File: config.mk
export PLATFORM = sky130hd
export DESIGN_NAME = ones_count_accumulator
export DESIGN_NICKNAME = d
export VERILOG_FILES = /design/src/rtl/ones_count_accumulator.sv
export SDC_FILE = /design/constraint.sdc
export NUM_CORES = 1
export LEC_CHECK = 0
export CORE_ASPECT_RATIO = 0.8
export CORE_MARGIN = 10
export CORE_UTILIZATION = 48
export DETAILED_ROUTE_END_ITERATION = 16
export PLACE_DENSITY_LB_ADDON = 0.12
export SYNTH_ARGS = -nofsm -noshare
export SYNTH_HDL_FRONTEND = slang
export SYNTH_SLANG_ARGS = --single-unit
File: constraint.sdc
create_clock -name clk -period 3.4 [get_ports clk]
set_input_delay 0.68 -clock clk [delete_from_list [all_inputs] [get_ports clk]]
set_output_delay 0.68 -clock clk [all_outputs]
set_load 0.01 [all_outputs]
File: src/rtl/ones_count_accumulator.sv
// Frame accumulator: sums CHUNKS two-bit partial one's-counts {y1,y0} per frame
// and publishes the total on count with a one-cycle done pulse.
module ones_count_accumulator #(
  parameter int CHUNKS = 8,
  parameter int OUT_W  = 5
) (
  input  logic             clk,
  input  logic             rst_n,
  input  logic             start,
  input  logic             in_valid,
  input  logic             y1,
  input  logic             y0,
  output logic             in_ready,
  output logic [OUT_W-1:0] count,
  output logic             done,
  output logic             busy
);

  localparam int CNT_W = (CHUNKS > 1) ? $clog2(CHUNKS) : 1;
  localparam logic [CNT_W-1:0] LAST = CNT_W'(CHUNKS - 1);

  if (CHUNKS < 2 || CHUNKS > 64) begin : g_bad_chunks
    $error("ones_count_accumulator: CHUNKS must be in 2..64");
  end
  if (OUT_W < $clog2(3 * CHUNKS + 1)) begin : g_bad_out_w
    $error("ones_count_accumulator: OUT_W too narrow for 3*CHUNKS");
  end

  typedef enum logic [1:0] {IDLE, ACC, DONE} state_t;

  state_t             state_q, state_d;
  logic [OUT_W-1:0]   acc_q, acc_d;
  logic [CNT_W-1:0]   cnt_q, cnt_d;
  logic [OUT_W-1:0]   count_q, count_d;
  logic               in_ready_q, in_ready_d;
  logic               busy_q, busy_d;
  logic               done_q, done_d;
  logic               xfer;
  logic [OUT_W-1:0]   sum;

  always_comb begin
    state_d = state_q;
    acc_d   = acc_q;
    cnt_d   = cnt_q;
    count_d = count_q;
    xfer    = in_ready_q && in_valid;
    sum     = acc_q + OUT_W'({y1, y0});

    case (state_q)
      IDLE: begin
        if (start) begin
          state_d = ACC;
          acc_d   = '0;
          cnt_d   = '0;
        end
      end
      ACC: begin
        if (xfer) begin
          acc_d = sum;
          cnt_d = cnt_q + CNT_W'(1);
          // The final slice is folded into count on the same edge that leaves ACC.
          if (cnt_q == LAST) begin
            state_d = DONE;
            count_d = sum;
          end
        end
      end
      DONE:    state_d = IDLE;
      default: state_d = IDLE;
    endcase

    // Status outputs are registered copies of the next-state decode.
    in_ready_d = (state_d == ACC);
    busy_d     = (state_d == ACC);
    done_d     = (state_d == DONE);
  end

  always_ff @(posedge clk or negedge rst_n) begin
    if (!rst_n) begin
      state_q    <= IDLE;
      acc_q      <= '0;
      cnt_q      <= '0;
      count_q    <= '0;
      in_ready_q <= 1'b0;
      busy_q     <= 1'b0;
      done_q     <= 1'b0;
    end else begin
      state_q    <= state_d;
      acc_q      <= acc_d;
      cnt_q      <= cnt_d;
      count_q    <= count_d;
      in_ready_q <= in_ready_d;
      busy_q     <= busy_d;
      done_q     <= done_d;
    end
  end

  assign in_ready = in_ready_q;
  assign busy     = busy_q;
  assign done     = done_q;
  assign count    = count_q;

endmodule

==> out/results.ini <==
[global_routing]
antenna_found_initial = 0
global_route.usage.met3_pct = 6.238
maximum_number_of_pins_on_one_net_before_global_route_repair = 18
groute.layer.met2.usage_pct = 14.60
grt_pass1_vias = 574
globalRouteTotalUtil_pct = 9.306
grt_met1_use_pct = 10.65
global_route_total_overflow = 0
routing_layer_with_the_top_usage_in_global_route = met2
grt_pass1_wl_mm = 2.739

[synth]
synth_top_cells_by_area = sky130_fd_sc_hd__dfrtp_1 (51%), sky130_fd_sc_hd__ha_1 (6.0%), sky130_fd_sc_hd__a22o_2 (3.6%)
async_reset_ff_share_pct = 100.0
synth-warning-count = 0
seq_area_frac_synth_pct = 51.36
synth_top_area_share_pct = 51.36
synth_fp_nets = 77
synth_edf_count = 0
synthesis.area_um2 = 828.3
synthDistinctLibCells = 31
number_of_register_bits_inferred_by_synthesis = 17
dominantRegCellSynth = sky130_fd_sc_hd__dfrtp_1
synth_top_area_cell = sky130_fd_sc_hd__dfrtp_1
syn-mean-instance-area_um2 = 12.55
syn-instance-count = 66

[timing]
rsz_0062_raised_after_global_routing = no
timing.final.crit_share_pct = 66.49
setup_viol = 0
finalMaxSlewViolations = 0
maxClockFrequency_ghz = 0.4423
slew_headroom_pct = 49.67
timing_worst_slew_pin_value_ns = 0.7526
tns_ns = 0
finalHoldViolations = 0
final.setup_skew_ns = 0.003612
post-route-min-period_ns = 2.261

[critical_path]
setup.reg_to_reg.worst_slack_ns = 1.60
worst-path-max-fanout = 3
end_kind = flop
crit_type = in -> reg
critPathSlowestCell = sky130_fd_sc_hd__clkdlybuf4s50_1
critical_path.cell_chain = clkdlybuf4s50_1 > ha_1 > inv_1 > fa_1 > nand3b_1 > mux2_2 > a22o_1
worstPathRequired_ns = 3.59
critical_path.top_delay_family = adder cells
start_kind = input pin
path_buf_inv = 2
slowest_delay_ns = 0.46
arrival_ns = 2.45

[cells_and_area]
fill_cells = 147
drive_above_1_share_pct = 17.50
num_antenna_cells = 0
layout-area-overhead-vs-synth_pct = 19.49
multi_input_comb_area_um2 = 357.8
post-route-util_pct = 60.85
final_net_count = 92
area.sequential_um2 = 425.4

[clock_network]
post-cts-setup-buffers = 0
cts_sinks = 17
cts.reportedPaths.clkPinSlew_ns = 0.09
cts_resized = 0
cts_root_buffer = sky130_fd_sc_hd__clkbuf_4
num_cts_buffers = 3
maximum_clock_insertion_buffer_count = 2
htree_levels = 1
cts_tree = built
clk_latency_ns = 0.29
cts.hold.buffers_added = 0

[pwr]
power.sequential.fraction_pct = 41.5
p_total_uw = 867.2
power.clock.fraction_pct = 12.2
power.share.combinational_pct = 46.2
p_leak_uw = 0.0004699
cellInternalPower_uw = 558.0
max-vdd-ir-drop_mv = 0.4918
netSwitchingFraction_pct = 35.66
power.net_switching_uw = 309.2
power_density_mw_per_mm2 = 876.3

[route]
detail_route.vias_per_cell = 5.373
routed_wire_length_per_instance_um = 16.05
routed-via-count = 548
dr.pass1.iters = 4
detailedRoute.firstIterationViolations = 9
wirelength_mm = 1.637
drt_drc_violations_left = 0
route.antenna.remaining_nets = 0

[min_path]
worst_hold_path_type = reg -> reg

[floorplan]
initial_util_pct = 50.92
die_height_um = 57.16
top_level_ports = 14
dieArea_mm2 = 0.003798
fp.dieW_um = 66.45
core_area_mm2 = 0.001627
rows = 13

[placed_design]
detail_placement_hpwl_mm = 1.271
io_buffers = 13
globalplace.congestion = 0.7610

[outcome]
outcome = finished clean

[job]
drv_cap = 0

cells in the final DEF, fill, tap and decap left out, drive strengths merged, types with 3 or more instances in the layout:
| master | instances |
|---|---|
| mux2 | 4 |
| o2bb2ai | 3 |
| dfrtp | 17 |
| inv | 6 |
| a22o | 4 |
| clkdlybuf4s50 | 13 |
| clkbuf | 4 |
| ha | 4 |
| a21oi | 4 |
power groups by stage:
stage	Clock, uW	Combinational [uW]	Sequential (uW)
after detailed placement	0	404	362
after floorplan	0	269	354
final	106	401	360
after global routing	117	449	371
after CTS	107	409	360
after global placement	0	389	356
per-stage QoR:
step / setup slack, ns / cell area [um2] / instances / hold slack [ns]
floorplan: 1.394 / 828.3 / 66 / 0.3844
global placement: 0.8797 / 963.4 / 98 / 0.4905
detailed placement: 0.8260 / 963.4 / 98 / 0.4934
CTS: 1.135 / 989.7 / 102 / 0.5212
global route: 1.049 / 989.7 / 102 / 0.5376
finish: 1.139 / 989.7 / 102 / 0.5151
kinds of logic after synthesis:
family,after synthesis,share of synthesized area [%]
DFF,17,51.36
AOI/OAI and AO/OA,17,16.32
and+or+nand+nor,11,8.761
buffers and inverters,9,5.438
muxes,5,7.553
adders and majority gates,5,8.460
xor gates and xnor gates,2,2.115
registers in the layout (all words and copies together) (netlist names):
register  cells
count         5
cnt_q         3
state_q       2
acc_q         5
busy          1
done          1
path summary, 6_finish.rpt:
check,from,end,depth (start not counted)
worst max-delay path,y0,acc_q[2]$_DFFE_PN0P_,7
worst min-delay path,acc_q[4]$_DFFE_PN0P_,acc_q[4]$_DFFE_PN0P_,1
worst max register to register,acc_q[0]$_DFFE_PN0P_,acc_q[2]$_DFFE_PN0P_,6
worst min register to register,acc_q[4]$_DFFE_PN0P_,acc_q[4]$_DFFE_PN0P_,1
max in group asynchronous,rst_n,cnt_q[0]$_DFFE_PN0P_,1
min in group asynchronous,rst_n,acc_q[0]$_DFFE_PN0P_,1
worst register-to-register path, delay by kind of cell, from the launching register on:
kind,cells,cell delay (ns)
adders and majority gates,2,0.61
DFF,1,0.37
muxes,1,0.29
and+or+nand+nor,1,0.19
AOI/OAI and AO/OA,1,0.18
buffers and inverters,1,0.06
cells in the mapped netlist, types with 2 or more instances:
master / n
sky130_fd_sc_hd__nand3b_1: 2
sky130_fd_sc_hd__a41oi_1: 2
sky130_fd_sc_hd__inv_1: 5
sky130_fd_sc_hd__a21oi_1: 4
sky130_fd_sc_hd__nand3_1: 2
sky130_fd_sc_hd__ha_1: 4
sky130_fd_sc_hd__mux2_4: 2
sky130_fd_sc_hd__dfrtp_1: 17
sky130_fd_sc_hd__o2bb2ai_1: 3
sky130_fd_sc_hd__a22o_2: 3
sky130_fd_sc_hd__mux2_2: 2
per-layer routing:
layer,routed length (um),share of wire (%)
met1,694,42
met3,153,9.3
met5,0,0
met2,789,48
met4,0,0
area by class of cell:
class                           instances  area share (%)
Clock buffer                            4           2.655
Inverter                                6           2.276
Multi-Input combinational cell         40           36.16
Sequential cell                        17           42.98
Tap cell                               22           2.781
Timing Repair Buffer                   13           13.15
No activity file was read; power rests on OpenSTA's default activity.
